$ cat src/rtl/seven_segment_capture.sv
// Captures one frame of a multiplexed active-low seven-segment display and hands it out via valid/ready.
// Define SEG_CAPTURE_HEX_EN to decode the A-F glyphs; otherwise they are flagged as errors.
module seven_segment_capture #(
  parameter int NUM_DIGITS    = 4,
  parameter int STABLE_CYCLES = 4
) (
  input  logic                      clk,
  input  logic                      rst_n,
  input  logic [6:0]                seg_in,
  input  logic [NUM_DIGITS-1:0]     an_in,
  input  logic                      start,
  output logic                      busy,
  output logic                      frame_valid,
  input  logic                      frame_ready,
  output logic [4*NUM_DIGITS-1:0]   frame_data,
  output logic [NUM_DIGITS-1:0]     frame_err
);

  localparam logic [1:0] IDLE    = 2'd0;
  localparam logic [1:0] CAPTURE = 2'd1;
  localparam logic [1:0] HOLD    = 2'd2;

  localparam int         IDX_W   = (NUM_DIGITS > 1) ? $clog2(NUM_DIGITS) : 1;
  localparam logic [7:0] CNT_MAX = 8'(STABLE_CYCLES - 1);

  logic [1:0]              state;
  logic [6:0]              seg_q, seg_prev;
  logic [NUM_DIGITS-1:0]   an_q, an_prev;
  logic [7:0]              cnt;
  logic [NUM_DIGITS-1:0]   mask;
  logic [4*NUM_DIGITS-1:0] data_q;
  logic [NUM_DIGITS-1:0]   err_q;

  logic [3:0]              low_cnt;
  logic [IDX_W-1:0]        idx;
  logic                    qualifying;
  logic                    same;
  logic [3:0]              dec_val;
  logic                    dec_err;
  logic [NUM_DIGITS-1:0]   slot_bit;
  logic                    write_en;
  logic                    last_slot;

  // Count the low enables and remember which one is selected.
  always_comb begin
    low_cnt = '0;
    idx     = '0;
    for (int i = 0; i < NUM_DIGITS; i++) begin
      if (!an_q[i]) begin
        low_cnt = low_cnt + 4'd1;
        idx     = IDX_W'(i);
      end
    end
  end

  assign qualifying = (low_cnt == 4'd1);
  assign same       = (an_q == an_prev) && (seg_q == seg_prev);
  assign slot_bit   = NUM_DIGITS'(1) << idx;
  assign write_en   = (state == CAPTURE) && !start && qualifying && same &&
                      (cnt == CNT_MAX) && !mask[idx];
  assign last_slot  = write_en && ((mask | slot_bit) == '1);

  always_comb begin
    dec_val = 4'h0;
    dec_err = 1'b0;
    case (seg_q)
      7'b1000000: dec_val = 4'h0;
      7'b1111001: dec_val = 4'h1;
      7'b0100100: dec_val = 4'h2;
      7'b0110000: dec_val = 4'h3;
      7'b0011001: dec_val = 4'h4;
      7'b0010010: dec_val = 4'h5;
      7'b0000010: dec_val = 4'h6;
      7'b1111000: dec_val = 4'h7;
      7'b0000000: dec_val = 4'h8;
      7'b0010000: dec_val = 4'h9;
`ifdef SEG_CAPTURE_HEX_EN
      7'b0001000: dec_val = 4'hA;
      7'b0000011: dec_val = 4'hB;
      7'b1000110: dec_val = 4'hC;
      7'b0100001: dec_val = 4'hD;
      7'b0000110: dec_val = 4'hE;
      7'b0001110: dec_val = 4'hF;
`endif
      default:    dec_err = 1'b1;
    endcase
  end

  // The counter compares against the previous registered sample, so a write lands one edge after saturation.
  always_ff @(posedge clk or negedge rst_n) begin
    if (!rst_n) begin
      seg_q    <= '0;
      an_q     <= '1;
      seg_prev <= '0;
      an_prev  <= '1;
      cnt      <= '0;
    end else begin
      seg_q    <= seg_in;
      an_q     <= an_in;
      seg_prev <= seg_q;
      an_prev  <= an_q;
      if (start && (state != HOLD))
        cnt <= '0;
      else if (!qualifying || !same)
        cnt <= '0;
      else if (cnt != CNT_MAX)
        cnt <= cnt + 8'd1;
    end
  end

  always_ff @(posedge clk or negedge rst_n) begin
    if (!rst_n) begin
      state  <= IDLE;
      mask   <= '0;
      data_q <= '0;
      err_q  <= '0;
    end else begin
      case (state)
        IDLE: begin
          if (start) begin
            state  <= CAPTURE;
            mask   <= '0;
            data_q <= '0;
            err_q  <= '0;
          end
        end
        CAPTURE: begin
          if (start) begin
            mask   <= '0;
            data_q <= '0;
            err_q  <= '0;
          end else if (write_en) begin
            mask                <= mask | slot_bit;
            data_q[4*idx +: 4]  <= dec_val;
            err_q[idx]          <= dec_err;
            if (last_slot)
              state <= HOLD;
          end
        end
        HOLD: begin
          if (frame_ready)
            state <= IDLE;
        end
        default: state <= IDLE;
      endcase
    end
  end

  assign busy        = (state != IDLE);
  assign frame_valid = (state == HOLD);
  assign frame_data  = data_q;
  assign frame_err   = err_q;

endmodule
$ cat config.mk
export PLATFORM = sky130hd
export DESIGN_NAME = seven_segment_capture
export DESIGN_NICKNAME = d
export VERILOG_FILES = /design/src/rtl/seven_segment_capture.sv
export SDC_FILE = /design/constraint.sdc
export NUM_CORES = 1
export LEC_CHECK = 0
export ABC_CLOCK_PERIOD_IN_PS = 3100
export CAP_MARGIN = 0
export CORE_MARGIN = 3
export CORE_UTILIZATION = 50
export DETAILED_ROUTE_END_ITERATION = 6
export DONT_BUFFER_PORTS = 1
export GPL_TIMING_DRIVEN = 1
export PLACE_DENSITY_LB_ADDON = 0.1
export SYNTH_ARGS = -nofsm -noshare
export SYNTH_HDL_FRONTEND = slang
export SYNTH_SLANG_ARGS = --single-unit
$ cat constraint.sdc
create_clock -name clk -period 3.1 [get_ports clk]
set_input_delay 0.62 -clock clk [delete_from_list [all_inputs] [get_ports clk]]
set_output_delay 0.62 -clock clk [all_outputs]
set_load 0.02 [all_outputs]
==> summary.txt <==
outcome: finished clean
vias post-DR: 1,736
Async SR Flop Fraction: 1.000
total of warnings raised by yosys: 0
total iterations of the first detailed-routing run: 4
Starting Density: 0.5224
synthesis-to-layout area growth: 7.130%
PD cells: 448.9 nW/um^2
final wirelength: 5.244 mm
Post-CTS Setup Bufs: 0
first-pass GRT wire length: 8.666 mm
gpl congestion: 0.7510
r2r endpoint: frame_err[1]$_DFFE_PN0P_
critical path capture point: frame_err[1]$_DFFE_PN0P_
max cap viols: 0
met1 usage: 0.2411
top cells by area, synth: dfrtp_1 45%, dfstp_2 7.8%, mux2_2 6.7%
RSZ-0062 raised after global routing: no
Final Cycle Share: 0.9159
Initial DRC Count: 108
sequential-to-total area share from yosys stat: 0.5256
Max Slew Vio Count: 0
Setup WS pre-CTS: 268.6 ps
Die H: 79.28 microns
Antenna Nets Post-Route: 0
H-tree Lvls: 2
Worst setup SP type: flop
CTS tree: built
highest clock rate: 352.2 MHz
GRT busiest layer: met2
CTS buffer count: 5
Via-to-Cell Ratio: 5.546
standard-cell rows: 26
GRT Overall Usage: 0.1786
Slew HR: 0.5564
Final Non-Filler Cells: 313
Post-Synthesis Cell Area: 2685 sq um
ys flop type: dfrtp_1
CP Max Fanout: 11
drt wl/cell: 16.75 microns
grt met3 use: 0.05442
Remaining Overflow, GRT: 0
number of synthesized flops with an enable pin: 0
Yosys top cell area share: 0.4473
width of the die: 79.28 microns
Crit. Startpoint: an_q[1]$_DFF_PN1_
FF-to-FF setup slack: 260 ps
dpl cell area: 2758 sq um
cells after synthesis: 240
R2R depth: 11
Finished Cell Area: 2877 sq um
Antenna diodes: 0
post-synth top area cell: dfrtp_1
Final #Nets: 269
final worst setup slack: 260.8 ps
DIE AREA: 6285 sq um
crit path DAT: 3090 ps
CTS max path bufs: 2
syn avg cell area: 11.19 sq um
Net Count, Synth: 267
clk_skew: 11.90 ps
DP Cell Count: 304
post-DP HPWL: 3.646 mm
cts hold-fix bufs: 1
min cycle time layout: 2839 ps
Leak: 1.280 nW
Setup TNS: 0 ps
Synth Register Bits: 56
vias in the first global route: 1,725
clk root buf: clkbuf_8
FILL cells: 467
layout cells sized above 1: 0.1770
Setup Viol. Count Final: 0
met2 Usage GRT: 0.2837
total power draw: 1.291 mW
initial antenna violation count: 0
measured slew at the worst slew-check pin: 665.4 ps
num ports: 37
Data required, critical path: 3350 ps
WS Path Type: reg -> reg
number of gates resized after CTS: 0
Worst VDD drop: 0.3137 mV
Worst-path clk slew: 100 ps
DRC Markers: 0
worst skew pair latency: 310 ps
core box area: 5140 sq um
final hold viol count: 0
I/O Buffers: 0
largest net degree at the start of global routing: 49
CP Capture Type: flop
type of the most critical hold path: in -> async
Clock Sink Count: 56
Netlist cell types: 43
start of the worst register-to-register path: an_q[1]$_DFF_PN1_
-- flip-flops by register name, indices dropped and copies added (netlist names) --
name / flops
an_prev: 4
seg_q: 7
mask: 4
state: 2
seg_prev: 7
cnt: 8
frame_data: 16
frame_err: 4
an_q: 4
-- cell usage after synthesis (2+ instances only) --
| library cell | n |
|---|---|
| a21oi_1 | 8 |
| a22o_1 | 4 |
| a31oi_1 | 2 |
| and3_1 | 2 |
| clkbuf_1 | 8 |
| dfrtp_1 | 48 |
| dfstp_2 | 8 |
| ha_1 | 12 |
| inv_1 | 7 |
| mux2_2 | 16 |
| mux2i_1 | 3 |
| nand2_1 | 6 |
| nand2b_1 | 3 |
| nand3_1 | 8 |
| nand3b_1 | 2 |
| nand4_1 | 2 |
| nand4b_1 | 2 |
| nor2_1 | 34 |
| nor2b_1 | 3 |
| nor3_1 | 4 |
| nor3b_1 | 2 |
| nor4_1 | 3 |
| o21ai_0 | 3 |
| o22ai_1 | 10 |
| or3_1 | 2 |
| or3b_2 | 2 |
| xnor2_1 | 6 |
| xor2_1 | 15 |
-- critical path, cell delays in order, from the launching register on --
cell and delay (ps):
dfstp_2 590, inv_1 80, ha_1 330, xnor2_1 230, ha_1 180, nand2b_1 70, xnor2_1 150, nand4_1 210
nor3_4 300, buf_4 220, o2111a_1 260, a22o_1 170
-- per-stage QoR --
step | hold WS [ps] | util
final | 141.4 | 0.5596
after global routing | 118.8 | 0.5596
after CTS | 133.3 | 0.5596
after detailed placement | 326.6 | 0.5365
after global placement | 326.3 | 0.5365
after floorplan | 324.4 | -
-- worst min path at each step --
stage	slack (ps)	end
floorplan	320	cnt[0]$_DFFE_PN0P_
global placement	330	seg_prev[6]$_DFF_PN0_
detailed placement	330	seg_q[3]$_DFF_PN0_
CTS	130	an_q[3]$_DFF_PN1_
global route	120	an_q[3]$_DFF_PN1_
finish	140	an_q[3]$_DFF_PN1_
-- power breakdown --
| group | switching, mW | total, mW | internal, mW |
|---|---|---|---|
| registers | 0.0299 | 0.784 | 0.754 |
| clock network | 0.237 | 0.400 | 0.162 |
| logic | 0.0608 | 0.107 | 0.0463 |
-- layout make-up --
class / instances / area [sq um] / area share
clock inverter: 3 / 22.52 / 0.007829
sequential: 56 / 1411 / 0.4906
inverter: 7 / 26.28 / 0.009134
multi-input combinational: 168 / 1210 / 0.4206
timing repair buffer: 4 / 50.05 / 0.01740
clock buffer: 5 / 68.82 / 0.02392
tap: 70 / 87.58 / 0.03045
-- routing by layer --
layer  wire length, microns  part of all wire
met5                      0                 0
met4                     14            0.0027
met3                    265             0.051
met2                   2443              0.47
met1                   2521              0.48
-- cell families after synthesis --
group           synth area share
buf+inv                  0.02377
fa+ha+maj                0.05592
compound gates           0.08761
mux                      0.07828
simple gates              0.1603
flops                     0.5256
xor+xnor                 0.06850
-- cells in the final DEF, fill, tap and decap left out, types with 2 or more instances in the layout --
| cell type | n |
|---|---|
| mux2i_1 | 3 |
| nor4_1 | 3 |
| mux2_2 | 16 |
| nand3_1 | 8 |
| clkbuf_8 | 5 |
| nand2b_1 | 3 |
| or3b_2 | 2 |
| nand4_1 | 2 |
| nand2_1 | 6 |
| nor2_1 | 34 |
| nand3b_1 | 2 |
| o21ai_0 | 3 |
| buf_4 | 3 |
| or3_1 | 2 |
| a22o_1 | 4 |
| ha_1 | 12 |
| o22ai_1 | 10 |
| nand4b_1 | 2 |
| nor2b_1 | 3 |
| xnor2_1 | 6 |
| and3_1 | 2 |
| inv_1 | 7 |
| nor3_1 | 4 |
| xor2_1 | 15 |
| dfstp_2 | 8 |
| a31oi_1 | 2 |
| nor3b_1 | 2 |
| dfrtp_1 | 48 |
| a21oi_1 | 8 |
Note: power is estimated with default switching activity, not from simulation.
